## src/rtl/spdif_tx_param.sv

```systemverilog
// S/PDIF (IEC 60958) transmitter: two-channel holding registers, subframe assembly
// with V/U/C/P bits, preamble insertion and biphase-mark line coding.
module spdif_tx_param #(
  parameter int WIDTH         = 24,
  parameter int UI_CLKS       = 16,
  parameter int UNDERRUN_MODE = 0
) (
  input  logic               clk,
  input  logic               rst,
  input  logic [2*WIDTH-1:0] data_i,
  input  logic [1:0]         ack_i,
  output logic [1:0]         pop_o,
  input  logic [39:0]        cs_i,
  output logic               spdif_o
);

  localparam int CW = (UI_CLKS > 1) ? $clog2(UI_CLKS) : 1;
  localparam logic [CW-1:0] UI_LAST    = CW'(UI_CLKS - 1);
  localparam logic [7:0]    PRE_B      = 8'b11101000;
  localparam logic [7:0]    PRE_M      = 8'b11100010;
  localparam logic [7:0]    PRE_W      = 8'b11100100;
  localparam logic [7:0]    FRAME_LAST = 8'd191;

  // Enum value doubles as the ack_i/pop_o bit index of the channel.
  typedef enum logic {CH_B = 1'b0, CH_A = 1'b1} chan_t;

  logic [CW-1:0]    ui_cnt;
  logic [5:0]       ui_idx;
  chan_t            chan;
  logic [7:0]       frame;
  logic [WIDTH-1:0] hold [2];
  logic [WIDTH-1:0] last [2];
  logic [1:0]       full;
  logic [27:0]      shreg;
  logic             pre_inv;
  logic [39:0]      cs_reg;
  logic             started;

  logic             ui_start;
  logic             ui_end;
  logic             sf_end;
  logic             load;
  logic             ch_sel;
  logic [1:0]       load_mask;
  logic [WIDTH-1:0] smp;
  logic             v_bit;
  logic             c_bit;
  logic             p_bit;
  logic [23:0]      aud;
  logic [39:0]      cs_src;
  logic [7:0]       pre_pat;
  logic [27:0]      sf_word;

  // Subframe word: bit 0 is slot 4 (audio LSB), bits 24..27 are V, U, C, P.
  always_comb begin
    ui_start  = (ui_cnt == '0);
    ui_end    = (ui_cnt == UI_LAST);
    sf_end    = ui_end && (ui_idx == 6'd63);
    load      = ui_start && (ui_idx == 6'd0);
    ch_sel    = (chan == CH_A);
    load_mask = load ? (ch_sel ? 2'b10 : 2'b01) : 2'b00;
    smp       = '0;
    v_bit     = 1'b1;
    if (full[ch_sel]) begin
      smp   = hold[ch_sel];
      v_bit = 1'b0;
    end else if (UNDERRUN_MODE == 1) begin
      smp = last[ch_sel];
    end
    // Frame 0 channel A latches a new status block, so it must see cs_i directly.
    cs_src  = ((frame == 8'd0) && ch_sel) ? cs_i : cs_reg;
    c_bit   = (frame < 8'd40) ? cs_src[frame[5:0]] : 1'b0;
    aud     = 24'(smp) << (24 - WIDTH);
    p_bit   = ^{aud, v_bit, c_bit};
    sf_word = {p_bit, c_bit, 1'b0, v_bit, aud};
    pre_pat = !ch_sel ? PRE_W : ((frame == 8'd0) ? PRE_B : PRE_M);
  end

  always_ff @(posedge clk) begin
    if (!rst) begin
      ui_cnt  <= '0;
      ui_idx  <= '0;
      chan    <= CH_A;
      frame   <= '0;
      full    <= '0;
      hold[0] <= '0;
      hold[1] <= '0;
      last[0] <= '0;
      last[1] <= '0;
      shreg   <= '0;
      pre_inv <= 1'b0;
      cs_reg  <= '0;
      started <= 1'b0;
      pop_o   <= '0;
      spdif_o <= 1'b0;
    end else begin
      started <= 1'b1;
      pop_o   <= load_mask | {2{~started}};
      ui_cnt  <= ui_end ? '0 : ui_cnt + 1'b1;
      if (ui_end)
        ui_idx <= ui_idx + 6'd1;
      if (sf_end) begin
        chan <= ch_sel ? CH_B : CH_A;
        if (!ch_sel)
          frame <= (frame == FRAME_LAST) ? '0 : frame + 8'd1;
      end

      // Preamble UIs are relative to the level left by the previous subframe.
      if (ui_start) begin
        if (ui_idx == 6'd0) begin
          spdif_o <= pre_pat[7] ^ spdif_o;
          pre_inv <= spdif_o;
          shreg   <= sf_word;
          if (ch_sel && (frame == 8'd0))
            cs_reg <= cs_i;
        end else if (ui_idx < 6'd8) begin
          spdif_o <= pre_pat[3'd7 - ui_idx[2:0]] ^ pre_inv;
        end else if (!ui_idx[0]) begin
          spdif_o <= ~spdif_o;
        end else begin
          spdif_o <= spdif_o ^ shreg[0];
          shreg   <= shreg >> 1;
        end
      end

      // A load frees the register first, so a coincident ack is still accepted.
      for (int ch = 0; ch < 2; ch++) begin
        if (load_mask[ch])
          full[ch] <= 1'b0;
        if (ack_i[ch] && (!full[ch] || load_mask[ch])) begin
          hold[ch] <= data_i[ch*WIDTH +: WIDTH];
          last[ch] <= data_i[ch*WIDTH +: WIDTH];
          full[ch] <= 1'b1;
        end
      end
    end
  end

endmodule

```

## config.mk

```make
export PLATFORM = sky130hd
export DESIGN_NAME = spdif_tx_param
export DESIGN_NICKNAME = d
export VERILOG_FILES = /design/src/rtl/spdif_tx_param.sv
export SDC_FILE = /design/constraint.sdc
export NUM_CORES = 1
export LEC_CHECK = 0
export ABC_AREA = 1
export CORE_MARGIN = 2
export CORE_UTILIZATION = 56
export CTS_CLUSTER_DIAMETER = 150
export DETAILED_ROUTE_END_ITERATION = 8
export GPL_TIMING_DRIVEN = 0
export MAX_ROUTING_LAYER = met4
export PLACE_DENSITY = 0.83
export SETUP_SLACK_MARGIN = 0.3
export SLEW_MARGIN = 25
export SYNTH_ARGS = -nofsm -noshare
export SYNTH_HDL_FRONTEND = slang
export SYNTH_SLANG_ARGS = --single-unit
```

## constraint.sdc

```tcl
create_clock -name clk -period 3.2 [get_ports clk]
set_clock_uncertainty 0.05 [all_clocks]
set_input_delay 0.96 -clock clk [delete_from_list [all_inputs] [get_ports clk]]
set_output_delay 0.96 -clock clk [all_outputs]
set_load 0.005 [all_outputs]
```

==> reports/qor.csv <==
stage;metric;value;unit
status;status;completed;
synthesis;synth.cell_area;7580;sq um
cells_and_area;register_area;3350;sq um
synthesis;ys_types;40;
placed_design;postPlaceCellArea;8740;sq um
timing;whs;0.381;ns
die;die_area;14500;sq um
synthesis;ys_seq_area_frac;0.441;
cells_and_area;multi_input_area;3360;sq um
critical_path;crit_path_end_kind;flip-flop;
route;drc;0;
flow_run;maxCapViolCount;0;
synthesis;synthFlopType;dfxtp_1;
die;die_w;120;um
power;leakage;4.30;nW
route;routedWlPerCell;14.2;um
timing;hold_viol;0;
clocking;cts_max_level;4;
clocking;cts-root-buf;clkbuf_16;
timing;slew_headroom;0.562;
clocking;cts_tree;built;
timing;setup_viol;0;
placed_design;io_buffers;94;
critical_path;timing.rr.start;frame[0]$_SDFFE_PN0P_;
clocking;clock_sinks;143;
critical_path;worstPathMaxFanout;10;
synthesis;ys_warn_count;0;
synthesis;syn_inst;1028;
placed_design;dpl.hpwl;13100;um
hold_path;hold_start;ui_cnt[0]$_SDFF_PP0_;
route;vias;7222;
power;powerDensity;511;nW/um^2
critical_path;arrival;3.03;ns
global_routing;grt_start_max_net_pins;25;
synthesis;synth_seq_cells;143;
cells_and_area;nFillCells;1085;
clocking;clk_path_buf_depth;2;
critical_path;critPathKind;flip-flop to flip-flop;
global_routing;grt_pass1_vias;6865;
synthesis;synth.avg_cell_area;7.37;sq um
cells_and_area;layout_commonest_cell;nand2_1;
global_routing;overflow;0;
die;die_y;120;um
cells_and_area;fin_area;9440;sq um
die;initial_utilization;0.572;
timing;rsz0062_at_grt;false;
die;io_pins;95;
critical_path;crit_path_start_kind;flip-flop;
synthesis;async_flop_share;0;
cells_and_area;area_growth_syn_to_layout;24.6;%
route;drt_pass1_iterations;8;
power;ir_drop;424;uV
route;drtIter0Drc;759;
clocking;cts_inserted_buffers;17;
global_routing;antenna_found_initial;0;
timing;fmax;366;MHz
synthesis;synth_edf_count;48;
critical_path;critPathLaunch;frame[0]$_SDFFE_PN0P_;
die;core-area;13200;sq um
timing;worstMarginPinSlew;0.657;ns
cells_and_area;finalCoreUtilization;0.713;
global_routing;grt_usage;0.277;
placed_design;place_congestion;0.978;
power;p_total;4.83;mW
clocking;clk_latency;0.42;ns
route;viasPerCell;5.41;
cells_and_area;final_layout_size_suffix_gt1_frac;0.0794;
synthesis;yosysTopAreaCell;dfxtp_1;
cells_and_area;nNetsFinal;1245;
route;ant_nets;0;
route;routed_wl;19000;um
timing;finalCriticalPeriod;2.74;ns
timing;period_share;0.855;
clocking;clk_pin_slew;0.06;ns
synthesis;ys_top_cells_by_area;dfxtp_1, edfxtp_1, nand2_1, inv_1, nand3_1;
timing;tns;0;ns
hold_path;hold_path.class;flip-flop to flip-flop;
synthesis;synth.top_cell.area_share;0.251;
cells_and_area;largest_reg_flops;48;
global_routing;grt_pass1_wl;31400;um
cells_and_area;antenna_cells;0;
timing;finalMaxSlewViolations;0;
cells_and_area;layout_common_cells;nand2_1, inv_1, nand3_1;
die;placementRows;42;
critical_path;required;3.50;ns
synthesis;syn_nets;1127;
==> kinds of logic after synthesis <==
group,synth area share
AO/OA/AOI/OAI,0.150
XOR/XNOR,0.0266
adder cells (fa/ha/maj),0.0116
buffers and inverters,0.123
flip-flops,0.441
multiplexers,0.00149
AND/OR/NAND/NOR,0.247
==> per-stage QoR <==
step	std cells	worst slack [ns]
finish	1335	0.465
CTS	1330	0.125
detailed placement	1298	-0.644
global placement	1298	-0.665
global route	1335	0.257
floorplan	1028	0.662
==> layout make-up <==
type                            count  area share
Clock inverter                     12      0.0152
Clock buffer                       20      0.0463
Sequential cell                   143       0.354
Tap cell                          176      0.0233
Inverter                          172      0.0684
Multi-Input combinational cell    658       0.356
Buffer                             55      0.0326
Timing Repair Buffer               99       0.104
==> worst max-delay path, stage by stage (launching register included) <==
cell and delay [ns]:
dfxtp_1 0.36, inv_2 0.13, buf_6 0.16, ha_1 0.18
nand2_1 0.15, nor2_4 0.22, buf_6 0.19, nand3_1 0.13
nand3_1 0.14, nand3_1 0.11, nand3_1 0.12, nand3_1 0.09
nand2_1 0.10, nand3_1 0.08, nand2_1 0.11, nand2_1 0.07
nand2_1 0.06, nand3_1 0.07, a21oi_1 0.13
==> worst paths after layout <==
kind	to	slack (ns)	cells after the start
max	shreg[26]$_SDFFE_PN0P_	0.46	18
min	ui_cnt[0]$_SDFF_PP0_	0.38	1
max reg2reg	shreg[26]$_SDFFE_PN0P_	0.46	18
min reg2reg	ui_cnt[0]$_SDFF_PP0_	0.38	1
==> cell usage after synthesis (2+ instances only) <==
master	count
ha_1	7
nand2_2	5
o211ai_1	35
nor3_1	5
nand3_2	2
xnor2_1	7
clkinv_1	3
nand3b_1	7
a21oi_1	80
buf_2	8
buf_1	8
o21ai_0	74
edfxtp_1	48
nor2_1	102
buf_4	8
o211ai_2	3
nand2_4	3
nor4_1	2
nand2_1	181
xor2_1	11
buf_6	5
nand3_1	118
inv_1	167
clkbuf_1	26
a31oi_1	2
inv_2	2
dfxtp_1	95
o21ai_1	2
==> power by group <==
| group | leakage (nW) | switching [mW] | internal (mW) |
|---|---|---|---|
| combinational | 2.73 | 0.412 | 0.302 |
| sequential | 1.29 | 0.0764 | 2.06 |
| clock | 0.275 | 0.759 | 1.22 |
| total | 4.30 | 1.25 | 3.58 |
==> layer usage <==
| layer | share of wire | up-vias | track usage |
|---|---|---|---|
| met5 | 0 | - | - |
| li1 | - | 3572 | - |
| met4 | 0.027 | 0 | 0.107 |
| met1 | 0.41 | 3294 | 0.321 |
| met3 | 0.064 | 58 | 0.0533 |
| met2 | 0.50 | 298 | 0.477 |
==> repair_timing <==
item                       4_1_cts  5_1_grt
setup buffers                    0        5
hold buffers                     0        0
pin swaps                        0        6
setup endpoints to repair       54       55
gates resized for setup          4       28
No activity file was read; power rests on OpenSTA's default activity.
